[config.mk]
export PLATFORM = sky130hd
export DESIGN_NAME = mem_stage24
export DESIGN_NICKNAME = d
export VERILOG_FILES = /design/src/rtl/mem_stage24.sv
export SDC_FILE = /design/constraint.sdc
export NUM_CORES = 1
export LEC_CHECK = 0
export BUFFER_PORTS_ARGS = -buffer_cell sky130_fd_sc_hd__buf_2
export CAP_MARGIN = 20
export CORE_ASPECT_RATIO = 0.8
export CORE_MARGIN = 2
export CORE_UTILIZATION = 48
export DETAILED_ROUTE_END_ITERATION = 10
export PLACE_DENSITY = 0.81
export REMOVE_ABC_BUFFERS = 1
export SYNTH_ARGS = -nofsm -noshare
export SYNTH_HDL_FRONTEND = slang
export SYNTH_SLANG_ARGS = --single-unit
[constraint.sdc]
create_clock -name clk -period 1.95 [get_ports clk]
set_input_delay 0.0975 -clock clk [delete_from_list [all_inputs] [get_ports clk]]
set_output_delay 0.0975 -clock clk [all_outputs]
set_load 0.01 [all_outputs]
[src/rtl/mem_stage24.sv]
// Memory/writeback stage of the 24-bit core: LOAD/STORE handshake with data memory, registered RF write.
// Optional access timeout with sticky err is enabled by defining MEM24_TIMEOUT_EN.
module mem_stage24 #(
   parameter int RF_AW   = 4,
   parameter int TIMEOUT = 255
) (
   input  logic             clk,
   input  logic             rst_n,
   input  logic             in_valid,
   output logic             in_ready,
   input  logic [1:0]       in_op,
   input  logic [23:0]      in_alu_y,
   input  logic [23:0]      in_store_data,
   input  logic [RF_AW-1:0] in_rd,
   output logic             mem_req,
   output logic             mem_we,
   output logic [23:0]      mem_addr,
   output logic [23:0]      mem_wdata,
   input  logic             mem_gnt,
   input  logic             mem_rvalid,
   input  logic [23:0]      mem_rdata,
   output logic             wb_en,
   output logic [RF_AW-1:0] wb_rd,
   output logic [23:0]      wb_data,
   output logic             err
);

   // state   | meaning
   // IDLE    | ready for a new instruction
   // REQ     | mem_req asserted, waiting for mem_gnt
   // WAIT    | load granted, waiting for mem_rvalid
   typedef enum logic [1:0] {ST_IDLE, ST_REQ, ST_WAIT} state_t;

   localparam logic [1:0] OP_ALU   = 2'b00;
   localparam logic [1:0] OP_LOAD  = 2'b01;
   localparam logic [1:0] OP_STORE = 2'b10;

   if (TIMEOUT < 1 || TIMEOUT > 255) begin : g_bad_timeout
      $error("mem_stage24: TIMEOUT out of range 1..255");
   end

   state_t           state_q, state_d;
   logic             mem_we_q, mem_we_d;
   logic [23:0]      mem_addr_q, mem_addr_d;
   logic [23:0]      mem_wdata_q, mem_wdata_d;
   logic [RF_AW-1:0] rd_q, rd_d;
   logic             wb_en_q, wb_en_d;
   logic [RF_AW-1:0] wb_rd_q, wb_rd_d;
   logic [23:0]      wb_data_q, wb_data_d;
   logic             err_q, err_d;
   logic             timeout_hit;

`ifdef MEM24_TIMEOUT_EN
   localparam logic [7:0] TO_LAST = 8'(TIMEOUT - 1);
   logic [7:0] cnt_q, cnt_d;

   // Counter is zero in IDLE, so it reads 0 in the first REQ cycle.
   always_comb begin
      cnt_d = (state_q == ST_IDLE) ? 8'd0 : cnt_q + 8'd1;
   end

   always_ff @(posedge clk or negedge rst_n) begin
      if (!rst_n) cnt_q <= 8'd0;
      else        cnt_q <= cnt_d;
   end

   // >= rather than == so a load granted on its last cycle still aborts in WAIT.
   assign timeout_hit = (cnt_q >= TO_LAST);
`else
   assign timeout_hit = 1'b0;
`endif

   always_comb begin
      state_d     = state_q;
      mem_we_d    = mem_we_q;
      mem_addr_d  = mem_addr_q;
      mem_wdata_d = mem_wdata_q;
      rd_d        = rd_q;
      wb_en_d     = 1'b0;
      wb_rd_d     = wb_rd_q;
      wb_data_d   = wb_data_q;
      err_d       = err_q;
      case (state_q)
         ST_IDLE: begin
            if (in_valid) begin
               if (in_op == OP_ALU) begin
                  wb_en_d   = |in_rd;
                  wb_rd_d   = in_rd;
                  wb_data_d = in_alu_y;
               end else if (in_op == OP_LOAD || in_op == OP_STORE) begin
                  state_d     = ST_REQ;
                  mem_addr_d  = in_alu_y;
                  mem_we_d    = (in_op == OP_STORE);
                  mem_wdata_d = (in_op == OP_STORE) ? in_store_data : 24'd0;
                  rd_d        = in_rd;
               end
            end
         end
         ST_REQ: begin
            if (mem_gnt) begin
               state_d = mem_we_q ? ST_IDLE : ST_WAIT;
            end else if (timeout_hit) begin
               state_d = ST_IDLE;
               err_d   = 1'b1;
            end
         end
         ST_WAIT: begin
            if (mem_rvalid) begin
               state_d   = ST_IDLE;
               wb_en_d   = |rd_q;
               wb_rd_d   = rd_q;
               wb_data_d = mem_rdata;
            end else if (timeout_hit) begin
               state_d = ST_IDLE;
               err_d   = 1'b1;
            end
         end
         default: state_d = ST_IDLE;
      endcase
   end

   always_ff @(posedge clk or negedge rst_n) begin
      if (!rst_n) begin
         state_q     <= ST_IDLE;
         mem_we_q    <= 1'b0;
         mem_addr_q  <= 24'd0;
         mem_wdata_q <= 24'd0;
         rd_q        <= '0;
         wb_en_q     <= 1'b0;
         wb_rd_q     <= '0;
         wb_data_q   <= 24'd0;
         err_q       <= 1'b0;
      end else begin
         state_q     <= state_d;
         mem_we_q    <= mem_we_d;
         mem_addr_q  <= mem_addr_d;
         mem_wdata_q <= mem_wdata_d;
         rd_q        <= rd_d;
         wb_en_q     <= wb_en_d;
         wb_rd_q     <= wb_rd_d;
         wb_data_q   <= wb_data_d;
         err_q       <= err_d;
      end
   end

   assign in_ready  = (state_q == ST_IDLE);
   assign mem_req   = (state_q == ST_REQ);
   assign mem_we    = mem_we_q;
   assign mem_addr  = mem_addr_q;
   assign mem_wdata = mem_wdata_q;
   assign wb_en     = wb_en_q;
   assign wb_rd     = wb_rd_q;
   assign wb_data   = wb_data_q;
`ifdef MEM24_TIMEOUT_EN
   assign err       = err_q;
`else
   assign err       = 1'b0;
`endif

endmodule

# Word level (Yosys, flattened, before mapping)
# Index checks and enable logic that the tools add are counted.
# op_classes
reduce_logical	9
mux	20
eq_ne	10
n_bitwise	1
# ops
operator	n
two-way mux 24 bit	4
one-hot mux 24 bit (2 select lines)	1
two-way mux 2 bit	6
two-way mux 4 bit	3
one-hot mux 4 bit (2 select lines)	1
AND reduction 4 bit	2
OR reduction 4 bit	2
!= test 2 x 1 -> 1 bit (second input constant)	3
!= test 2 bit (second input constant)	3
one-hot mux 2 bit (3 select lines)	1
AND reduction 5 bit	1
== test 2 x 1 -> 1 bit (second input constant)	2
== test 2 bit (second input constant)	2
zero test 2 bit	2
two-way mux 1 bit	3
one-hot mux 1 bit (2 select lines)	1
nonzero test 2 bit	1
logical OR 1 bit	1
NOT 1 bit	1
# word_totals
wordCells	48
register_bits	84

# Depth between registers and ports, before layout
# logic_depth
ltp_word	6
ltp_mapped	6
ltp_nobuf	4

# Worst setup path after synthesis
# Ideal clock, no wire load.
# synth_timing
kind	register to register
start	reg state_q[0]
end	reg wb_rd_q[0], in the netlist wb_rd[0]
period_less_slack_ns	1.509
stages_incl_launch_ff	5
required_ns	1.825
path_slack_ns	0.441
arrival_ns	1.384
cell_sequence	dfrtp_1 > nor2b_1 > buf_2 > mux2_2 > mux2_4
# synth_via
elab_chain_len	3
# synth_lines
item	line	rtl
start, declared	42	state_t state_q, state_d;
start signal, assigned	134	state_q <= state_d;
== test 2 bit / zero test 2 bit (equally long branches)	83	case (state_q)
!= test 2 bit (no line) (tied with other cells)	n/a	
AND reduction 4 bit (no line)	n/a	
end signal, assigned	140	wb_rd_q <= wb_rd_d;
end, declared	48	logic [RF_AW-1:0] wb_rd_q, wb_rd_d;
# Several ways; a longest one is shown, not always the timed one.
# A chain may end at the register's enable or synchronous reset.

# Final worst setup path
# layout_timing
start	reg state_q[0]
end	reg wb_data_q[23], in the netlist wb_data[23]
# layout_via
elab_chain_len	3
# layout_lines
item	line	rtl
== test 2 bit / zero test 2 bit (equally long branches)	83	
!= test 2 bit (no line) (tied with other cells)	n/a	
AND reduction 4 bit (no line)	n/a	
end signal, assigned	141	wb_data_q <= wb_data_d;
end, declared	49	logic [23:0] wb_data_q, wb_data_d;
# Several ways; a longest one is shown, not always the timed one.

==> flow_summary.toml <==
[floorplan]
num_rows = 28
die_area_um2 = 8640
die_y_um = 83.6
fp.dieW_um = 103
core_area_um2 = 7530
start_util = 0.504
io_pins = 164

[layout]
utilization = 0.718
multi_input_area_um2 = 1480
seq_area_um2 = 2100
syn_to_final_growth_pct = 42.5
final_common_cell = "buf_2"
nets = 576
drive_above_1_share = 0.438
diodes = 0
layout_common_cells = "buf_2, dfrtp_1, mux2_1"
fillCellCount = 565

[critical_path]
critPathMaxFanout = 18
critPathArrivalTime_ns = 1.83
path_class = "reg2reg"
critPathRequiredTime_ns = 2.17
start_kind = "flop"
crit_path_end_kind = "flop"

[min_path]
hp-class = "in2reg"

[global_routing]
track_usage = 0.210
grt_antenna_before_repair = 0
grt_pass1_vias = 3014
gr-total-overflow = 0
grt_pass1_wl_mm = 14.2
grt_max_degree = 55

[clock_network]
clock-root-buffer = "clkbuf_8"
cts_max_level = 3
cts_setup_buffers = 0
cts-hold-fix-buffers = 51
clock_latency_ns = 0.34
cts_sinks = 84
cts_resized = 0
clkTransAtPathRegs_ns = 0.08
cts_tree = "yes"
cts_buffers = 9
cts_buffer_depth = 2

[power_and_ir_drop]
ir_worst_vdd_v = 0.000697
pwr-share-seq = 0.446
cellPowerDensity_nw_per_um2 = 1170
switchingPower_mw = 2.10
p_leak_nw = 2.81
p_clk_frac = 0.172
intPower_mw = 4.24
netSwitchingFraction = 0.331
combPwrFrac = 0.382

[synth]
synthCells = 277
ys_seq_area_frac = 0.554
ys.flop_type = "dfrtp_1"
synth-edff-count = 0
ys_types = 24
postSynth.asyncResetShare = 1.00
synthesis.area_um2 = 3800
avgSynthCellArea_um2 = 13.7
yosysWarnings = 0
synth-seq-cells = 84

[timing]
maxSlewViolCount = 0
holdWs_ns = 0.0265
setup_viol = 0
worstMarginPinSlew_ns = 0.503
rsz0062_at_grt = "no"
hold_viol_final = 0
slew_headroom = 0.665
timing.final.crit_share = 0.826
clock.fmax_ghz = 0.621
finClkSkew_ns = 0.00632
fin_crit_ns = 1.61

[routing]
wl_met2_mm = 4.53
drt_iter0_markers = 38
via_count = 2826
top_layer = "met4"
via_per_inst = 4.70
wl_mm = 9.03
drt-pass1-iter-count = 4
wl_met1_mm = 3.87
ant_nets = 0
wire_per_inst_um = 15.0
wl_met3_um = 459
drc = 0

[place]
gp_congestion = 0.769
io_buffer_count = 162
hpwl_mm = 5.97

[run]
maxCapViolCount = 0

[status]
outcome = "finished, final reports clean"
-- power groups by stage --
| stage | registers (mW) | logic (mW) | clock network, mW |
|---|---|---|---|
| 2_1_floorplan | 3.13 | 1.01 | 0 |
| 3_3_place_gp | 2.82 | 2.29 | 0 |
| 3_5_place_dp | 2.85 | 2.37 | 0 |
| 4_1_cts | 2.83 | 2.45 | 1.13 |
| 5_1_grt | 2.91 | 2.63 | 1.19 |
| 6_report | 2.83 | 2.42 | 1.09 |
-- cell usage after synthesis, types with 2 or more instances --
master / number / area, um2
dfrtp_1: 84 / 2100
mux2_1: 54 / 608
inv_1: 28 / 105
nand2_1: 25 / 93.8
mux2i_1: 24 / 240
mux2_4: 20 / 300
mux2_2: 11 / 124
buf_2: 6 / 30.0
buf_6: 6 / 67.6
clkbuf_1: 3 / 11.3
ha_1: 2 / 25.0
nor4_1: 2 / 12.5
-- flip-flops by register name (all words and copies together) (netlist names) --
signal     cells
rd_q           4
mem_wdata     24
wb_en          1
state_q        2
mem_we         1
wb_data       24
wb_rd          4
mem_addr      24
-- cell type report --
class / instances / share of cell area
Tap cell: 105 / 0.0243
Inverter: 29 / 0.0201
Clock buffer: 12 / 0.0268
Timing Repair Buffer: 219 / 0.262
Clock inverter: 4 / 0.00463
Multi-Input combinational cell: 148 / 0.273
Sequential cell: 84 / 0.389
-- final timing paths --
| path | start | endpoint | slack, ns | cells past startpoint |
|---|---|---|---|---|
| worst min register to register | mem_addr[4] | mem_addr[4] | 0.49 | 1 |
| max in group asynchronous | rst_n | mem_addr[16] | 1.06 | 3 |
| worst max-delay path | state_q[0] | wb_data[23] | 0.34 | 4 |
| worst min-delay path | in_rd[0] | rd_q[0] | 0.03 | 2 |
| worst max register to register | state_q[0] | wb_data[23] | 0.34 | 4 |
| min in group asynchronous | rst_n | wb_data[2] | 0.27 | 2 |
-- worst max-delay path, cell delays in order (launching register included) --
cell	delay, ns
dfrtp_1	0.43
nor2_2	0.17
a32o_2	0.32
buf_12	0.21
mux2_2	0.35
-- per-layer routing --
layer | GRT usage | up-vias
met1 | 0.253 | 1353
met2 | 0.372 | 93
met4 | 0.0562 | 0
met3 | 0.0469 | 16
li1 | - | 1364
met5 | 0 | -
-- logic make-up (layout without fill, tap and decap cells) --
logic type      after synthesis  count (layout)  share of synthesized area
buf+inv                      45             264                     0.0593
flops                        84              84                      0.554
compound gates                4               4                    0.00791
simple gates                 32              32                     0.0366
other cells                   1               1                   0.000988
mux                         109             109                      0.335
fa+ha+maj                     2               2                    0.00659
-- metrics by stage --
stage	area (um2)	setup TNS, ns	power [mW]	instances	worst slack [ns]
final	5410	0	6.34	601	0.339
after global routing	5410	0	6.73	601	0.242
after CTS	5410	0	6.41	601	0.329
after detailed placement	4730	0	5.21	534	0.355
after global placement	4730	0	5.11	534	0.401
after floorplan	3680	-120.94	4.14	261	-1.62
Power figures use the tool's default switching activity.
